`src/rtl/boot_stream_loader.sv`:
```
// Framed byte-stream program loader: assembles LE words, strobes them into
// the core's IMEM write port and releases the core once the checksum matches.
module boot_stream_loader #(
    parameter logic [7:0]  MAGIC     = 8'hA5,
    parameter int unsigned MAX_WORDS = 65536
) (
    input  logic        clk,
    input  logic        rst,
    input  logic        in_valid,
    input  logic [7:0]  in_data,
    output logic        in_ready,
    output logic        load_en,
    output logic [31:0] load_addr,
    output logic [31:0] load_data,
    output logic        cpu_hold,
    output logic        done,
    output logic        err
);

    localparam logic [2:0] IDLE  = 3'd0;
    localparam logic [2:0] ADDR  = 3'd1;
    localparam logic [2:0] COUNT = 3'd2;
    localparam logic [2:0] DATA  = 3'd3;
    localparam logic [2:0] EMIT  = 3'd4;
    localparam logic [2:0] CSUM  = 3'd5;
    localparam logic [2:0] DONE  = 3'd6;
    localparam logic [2:0] ERR   = 3'd7;

    localparam logic [31:0] MAX_N = 32'(MAX_WORDS);

    logic [2:0]  state;
    logic [1:0]  idx;
    logic [31:0] word_cnt;
    logic [31:0] count;
    logic [31:0] base;
    logic [7:0]  csum;
    logic [31:0] shreg;

    logic        xfer;
    logic [31:0] n_next;
    logic [31:0] word_next;

    assign in_ready  = (state != EMIT);
    assign xfer      = in_valid && in_ready;
    // Multi-byte fields arrive LSB first, so shifting in at the top
    // leaves the first byte in lane 0 after four bytes.
    assign n_next    = {in_data, count[31:8]};
    assign word_next = {in_data, shreg[31:8]};

    always_ff @(posedge clk or negedge rst) begin
        if (!rst) begin
            state     <= IDLE;
            idx       <= 2'd0;
            word_cnt  <= 32'd0;
            count     <= 32'd0;
            base      <= 32'd0;
            csum      <= 8'd0;
            shreg     <= 32'd0;
            load_en   <= 1'b0;
            load_addr <= 32'd0;
            load_data <= 32'd0;
            cpu_hold  <= 1'b1;
            done      <= 1'b0;
            err       <= 1'b0;
        end else begin
            load_en <= 1'b0;
            case (state)
                IDLE, DONE, ERR: begin
                    if (xfer && in_data == MAGIC) begin
                        state    <= ADDR;
                        idx      <= 2'd0;
                        csum     <= 8'd0;
                        cpu_hold <= 1'b1;
                        done     <= 1'b0;
                        err      <= 1'b0;
                    end
                end
                ADDR: begin
                    if (xfer) begin
                        base <= {in_data, base[31:8]};
                        idx  <= idx + 2'd1;
                        if (idx == 2'd3) state <= COUNT;
                    end
                end
                COUNT: begin
                    if (xfer) begin
                        count <= n_next;
                        idx   <= idx + 2'd1;
                        if (idx == 2'd3) begin
                            if (n_next > MAX_N) begin
                                state <= ERR;
                                err   <= 1'b1;
                            end else if (n_next == 32'd0) begin
                                state <= CSUM;
                            end else begin
                                state    <= DATA;
                                word_cnt <= 32'd0;
                            end
                        end
                    end
                end
                DATA: begin
                    if (xfer) begin
                        shreg <= word_next;
                        csum  <= csum + in_data;
                        idx   <= idx + 2'd1;
                        if (idx == 2'd3) begin
                            state     <= EMIT;
                            load_en   <= 1'b1;
                            load_addr <= base + {word_cnt[29:0], 2'b00};
                            load_data <= word_next;
                        end
                    end
                end
                EMIT: begin
                    word_cnt <= word_cnt + 32'd1;
                    if (word_cnt + 32'd1 == count) state <= CSUM;
                    else                            state <= DATA;
                end
                CSUM: begin
                    if (xfer) begin
                        if (in_data == csum) begin
                            state    <= DONE;
                            done     <= 1'b1;
                            cpu_hold <= 1'b0;
                        end else begin
                            state <= ERR;
                            err   <= 1'b1;
                        end
                    end
                end
                default: state <= IDLE;
            endcase
        end
    end

endmodule

```
`config.mk`:
```
export PLATFORM = sky130hd
export DESIGN_NAME = boot_stream_loader
export DESIGN_NICKNAME = d
export VERILOG_FILES = /design/src/rtl/boot_stream_loader.sv
export SDC_FILE = /design/constraint.sdc
export NUM_CORES = 1
export LEC_CHECK = 0
export CAP_MARGIN = 10
export CORE_MARGIN = 5
export CORE_UTILIZATION = 35
export DETAILED_ROUTE_END_ITERATION = 12
export GPL_TIMING_DRIVEN = 0
export SYNTH_ARGS = -nofsm -noshare
export SYNTH_HDL_FRONTEND = slang
export SYNTH_SLANG_ARGS = --single-unit
```
`constraint.sdc`:
```
create_clock -name clk -period 2.7 [get_ports clk]
set_input_delay 0.27 -clock clk [delete_from_list [all_inputs] [get_ports clk]]
set_output_delay 0.27 -clock clk [all_outputs]
set_load 0.02 [all_outputs]
```
# Word level (Yosys, flattened, before mapping)

Index checks and enable logic that the tools add are counted.
Widths: inputs -> output; s select.

Flip-flop bits (word level): 209
Output and inout port bits: 69

Add/sub/neg operators: 4
Magnitude comparators: 1
Equality and inequality tests: 26
Muxes and demuxes: 41
Reduce and logical (&&, ||, !) cells: 21

Operators with widths:

| operator              | count |
|---|---|
| $mux 32               | 4 |
| $pmux 32 s2           | 1 |
| $mux 3                | 11 |
| $add 32x1->32 const B | 1 |
| $add 32x32->32        | 1 |
| $eq 32x32->1          | 1 |
| $gt 32x17->1 const B  | 1 |
| $logic_not 32->1      | 1 |
| $ne 2x2->1 const B    | 13 |
| $pmux 3 s6            | 1 |
| $mux 8                | 2 |
| $pmux 8 s2            | 1 |
| $mux 1                | 15 |
| $eq 3x3->1 const B    | 4 |
| $reduce_and 3->1      | 3 |
| $add 8x8->8           | 1 |
| $eq 8x8->1            | 1 |
| $eq 8x8->1 const B    | 1 |
| $reduce_and 8->1      | 1 |
| $reduce_bool 2->1     | 4 |
| $reduce_and 7->1      | 1 |
| $eq 3x2->1 const B    | 2 |
| $reduce_and 2->1      | 3 |
| $reduce_or 3->1       | 2 |
| 14 further kinds      | 17 |

# Logic depth before layout (Yosys ltp)

Word-level depth: 6
Depth in mapped cells: 12

# Least setup slack after synthesis

OpenSTA, ideal clock, no wires.

Path type: reg2reg
From: register word_cnt[0]
To: register state[1]
Library setup time: 0.118 ns
Arrival time: 2.658 ns
Required time: 2.582 ns
Path slack: -0.076 ns
Stages on the path, launching flop included: 11
Path buffers: 1
Cell sequence: dfrtp_1 -> ha_1 -> and2_1 -> and3_1 -> buf_2 -> nand4_1 -> or3_1 -> a2111oi_2 -> nand4_1 -> or4_1 -> a21o_1

Longest elaborated chain between the ends: 4

Ends and longest elaborated chain:

| element                | line | RTL |
|---|---|---|
| from (decl)            | 33   | `logic [31:0] word_cnt;` |
| from (signal assigned) | 116  | `word_cnt <= word_cnt + 32'd1;` |
| $add 32x1->32          | 117  | `if (word_cnt + 32'd1 == count) state <= CSUM;` |
| $eq 32x32->1           | 117  |  |
| $mux 3                 | 117  |  |
| $pmux 3 s6             | 67   | `case (state)` |
| to (signal assigned)   | 70   | `state <= ADDR;` |
| to (signal assigned)   | 117  |  |
| to (signal assigned)   | 118  | `else state <= DATA;` |
| to (decl)              | 31   | `logic [2:0] state;` |

No other way between the ends.
A chain may end at the register's enable or synchronous reset.

# Final worst setup path

Ends and elaborated chain as after synthesis.

==> summary.md <==
The run finished, with violations left. The checks that failed: negative setup slack. The portion of the clock cycle consumed by the worst path in the final layout was 1.08; the final worst-path setup slack was -211 ps. The run gives 0.167 as the global routing usage summed across all routing layers. The CTS sink count is 201, and the power per unit of standard cell area is 1350 mW/mm^2. The total standard cell area after synthesis was 0.0109 sq mm; the average detailed-routed wire length per instance was 17.3 um. Area fraction of the dominant cell type after synthesis: 0.460. The synthesized design spends more area on one cell type than any other, namely dfrtp_1. The final number of max-transition violations is 0, and the share of power burned in registers is 0.292.

The tools report the startpoint of the worst-slack reg-to-reg timing path as word_cnt[0]. In this run the count of I/O pins placed on the die edge is 80. The critical path in this run is classified as flop to flop. At the pin with the least slew margin, the transition time is 843 ps. In this run, synthesis produced a sequential element count of 201. The proportion of synthesized flip-flops having asynchronous set or reset was 1.00; the sequential element share of the synthesized area was 0.462. In this run the worst path has a maximum fanout of 6.

Summing all placed instances gives a cell area of 0.0123 sq mm. The worst hold path belongs to the class input pin to flop. The combinational share of power is 0.548, and the maximum vdd drop is 508 uV. The sequential cells in the finished layout cover a total of 0.00505 sq mm.

Count of inserted antenna diode cells: 0. The count of unresolved DRC violations after routing is 0. The worst register-to-register path has a depth of 11. The first global-routing pass estimated 48500 um of wire. The run gives 1 as the CTS H-tree depth. The most common flop cell mapped by yosys is dfrtp_1.

The half-perimeter wire length after placement came out at 21000 um. The analysis attributes to cell leakage a power of 6.19 nW. Type of destination of the critical path: a flop. From left edge to right edge, the die measures 186 um. The detail route stage leaves a number of antenna-violating nets equal to 0. The count of cell types in the netlist was 70.

In this run the mean area of a mapped cell was 9.38 sq um. The tools report the remaining max-slew budget at the tightest pin as 0.438. By area the synthesized netlist is led by dfrtp_1 46%, nand2_1 9.3%, mux2_2 6.7%. Counting flops with a built-in enable in the synthesized netlist gives 0. The logs give 0 for the number of antenna violations at the first check in global routing and 0 for the number of synthesis warnings. For the worst setup path, the data required time is 3100 ps.

The congestion estimate from routability-driven global placement came to 0.873. The die is 186 um tall. The die covers 0.0347 sq mm. The library cell used most frequently in the layout, excluding fill and tap cells, is nand2_1. The worst setup path is launched from a flop. At the later pin of the worst-skew pair, clock insertion delay measures 510 ps.

Timing would allow up to 344 MHz. The layout cell share with drive strength beyond 1 was 0.219. The core region is 0.0307 sq mm. Leaving out fill and tap cells, the most frequent cells in the layout are 264 x nand2_1, 181 x dfrtp_1, 85 x o21ai_0. The minimum period implied by the final worst setup slack is 2910 ps, and the wire length after detailed routing is 30200 um. Count of standard-cell rows: 64.

Start point of the critical path: word_cnt[0]. Entering global routing, the biggest net connects 107 pins. When the netlist entered floorplanning its net count stood at 1212.

The tools report the master cell of the clock root buffer as clkbuf_16. The switching power was 7.89 mW. TritonCTS built the clock tree. Setup repair after global routing could not meet its margin everywhere. The register-to-register path setup slack was -210 ps; the power share of the clock group was 0.160. Between clock sinks in the finished design, the worst skew comes to 9.72 ps. The run gives 1161 as the cell count after synthesis. The starting utilization of the core area is 0.355. The capturing instance or port of the critical path was state[1].

The routed layout has 9085 vias. The CTS clock-pin slew for the worst setup and hold paths works out to 60 ps. The endpoint of the worst register-to-register path is state[1]. The tools report the hold violation total from the final report as 0.

The number of global-route vias before repair came out at 8887. Area growth from synthesis to layout: 29.6%. With fillers left out, the area of the finished cells amounts to 0.0141 sq mm. Clock tree synthesis inserted a total of 23 buffers. No sink is reached through more buffers than the 3 on the longest clock path. STA puts the critical path data arrival time at 3310 ps.

For the max-capacitance violation count, the log shows 0. The detailed-route vias per instance works out to 5.19. Internal power consumption: 11.1 mW. At the end of the flow, the number of nets in the layout was 1391.

During placement, the flow inserted port buffers numbering 78. The net switching fraction of the power is 0.415, and the initial detailed-routing violation count is 704. The multi-input combinational cells in the finished layout cover a total of 0.00604 sq mm. The design draws 19.0 mW.

The tools report the iteration count of the initial detailed-routing pass as 5. For the layout filler cell count, the log shows 2886. Global routing finished with a remaining overflow of 0. Setup violations remaining at the end of the flow were counted as 5.
==> state kept, by name (all words and copies together) (netlist names) <==
| signal | count |
|---|---|
| count | 32 |
| shreg | 24 |
| state | 3 |
| load_en | 1 |
| idx | 2 |
| done | 1 |
| err | 1 |
| load_data | 32 |
| csum | 8 |
| base | 32 |
| word_cnt | 32 |
| load_addr | 32 |
| cpu_hold | 1 |
==> critical path, stage by stage, from the launching register on <==
cell,delay [ps]
dfrtp_2,420
buf_4,140
ha_4,130
and2_4,160
and3_1,160
buf_4,140
nand4_1,140
or3_4,370
a2111oi_4,340
nand4_1,140
or4_4,470
a21o_1,180
==> power by group through the flow <==
stage | sequential [mW] | clock [mW] | combinational (mW)
2_1_floorplan | 5.67 | 0 | 5.86
3_3_place_gp | 5.61 | 0 | 8.47
3_5_place_dp | 5.64 | 0 | 8.62
4_1_cts | 5.62 | 3.11 | 9.52
5_1_grt | 5.71 | 3.25 | 11.4
6_report | 5.55 | 3.03 | 10.4
==> synth_stat cells (7+ instances only) <==
| cell | instances |
|---|---|
| nand2_1 | 269 |
| dfrtp_1 | 200 |
| o21ai_0 | 91 |
| mux2_2 | 65 |
| nor2_1 | 55 |
| clkbuf_1 | 45 |
| a21oi_1 | 44 |
| xnor2_1 | 43 |
| ha_1 | 38 |
| xor2_1 | 28 |
| nand3_1 | 18 |
| a21o_1 | 17 |
| o31ai_1 | 17 |
| nor3_1 | 16 |
| a211oi_1 | 15 |
| nand4_1 | 15 |
| and3_1 | 14 |
| nor4_1 | 14 |
| inv_1 | 12 |
| nor2b_1 | 12 |
| a31oi_1 | 10 |
| and2_1 | 10 |
| buf_2 | 7 |
| nand2b_1 | 7 |
==> area by class of cell <==
type / instances / area share
inverter: 14 / 0.00381
timing repair buffer: 159 / 0.102
buffer: 52 / 0.0199
tap: 396 / 0.0351
multi-input combinational: 889 / 0.428
sequential: 201 / 0.358
clock inverter: 9 / 0.00541
clock buffer: 32 / 0.0467
==> cell families (layout without fill, tap and decap cells) <==
logic type / count (synthesis) / count (layout) / synth area share
AOI/OAI and AO/OA: 243 / 243 / 0.139
xor gates and xnor gates: 71 / 71 / 0.0571
adders and majority gates: 40 / 40 / 0.0474
buffers and inverters: 71 / 266 / 0.0256
DFF: 201 / 201 / 0.462
muxes: 70 / 70 / 0.0718
and+or+nand+nor: 465 / 465 / 0.197
==> stage by stage <==
stage	hold WS (ps)	setup slack, ps	TNS, ps	cells	utilization
after floorplan	-25.6	-32.3	-41.5	1161	-
after global placement	454	-8110	-1536750	1635	0.399
after detailed placement	402	-1030	-75240	1636	0.400
after CTS	190	-214	-720	1711	0.442
after global routing	179	-308	-1420	1752	0.460
final	176	-211	-642	1752	0.460
==> how the worst min path moves through the flow <==
| stage | from | end | slack, ps | depth (start not counted) |
|---|---|---|---|---|
| 2_1_floorplan | rst | base[0] | -30 | 0 |
| 3_3_place_gp | base[0] | load_addr[0] | 450 | 2 |
| 3_5_place_dp | rst | count[4] | 400 | 1 |
| 4_1_cts | in_data[7] | shreg[31] | 190 | 3 |
| 6_report | in_data[3] | load_data[27] | 180 | 3 |
| 5_1_grt | in_data[4] | load_data[28] | 180 | 3 |
==> per-layer routing <==
| metal | share of wire | up-vias | track usage |
|---|---|---|---|
| met4 | 0.017 | 0 | 0.0390 |
| met3 | 0.039 | 34 | 0.0254 |
| met5 | 0 | - | 0 |
| met1 | 0.46 | 4436 | 0.229 |
| met2 | 0.48 | 169 | 0.279 |
| li1 | - | 4446 | - |
==> what timing repair did <==
action,4_1_cts,5_1_grt
setup buffers,36,44
pin swaps,33,29
endpoints found under the setup margin,85,62
gates resized for setup,72,60
hold endpoints to repair,104,0
hold buffers,1,0
Note: power is estimated with default switching activity, not from simulation.
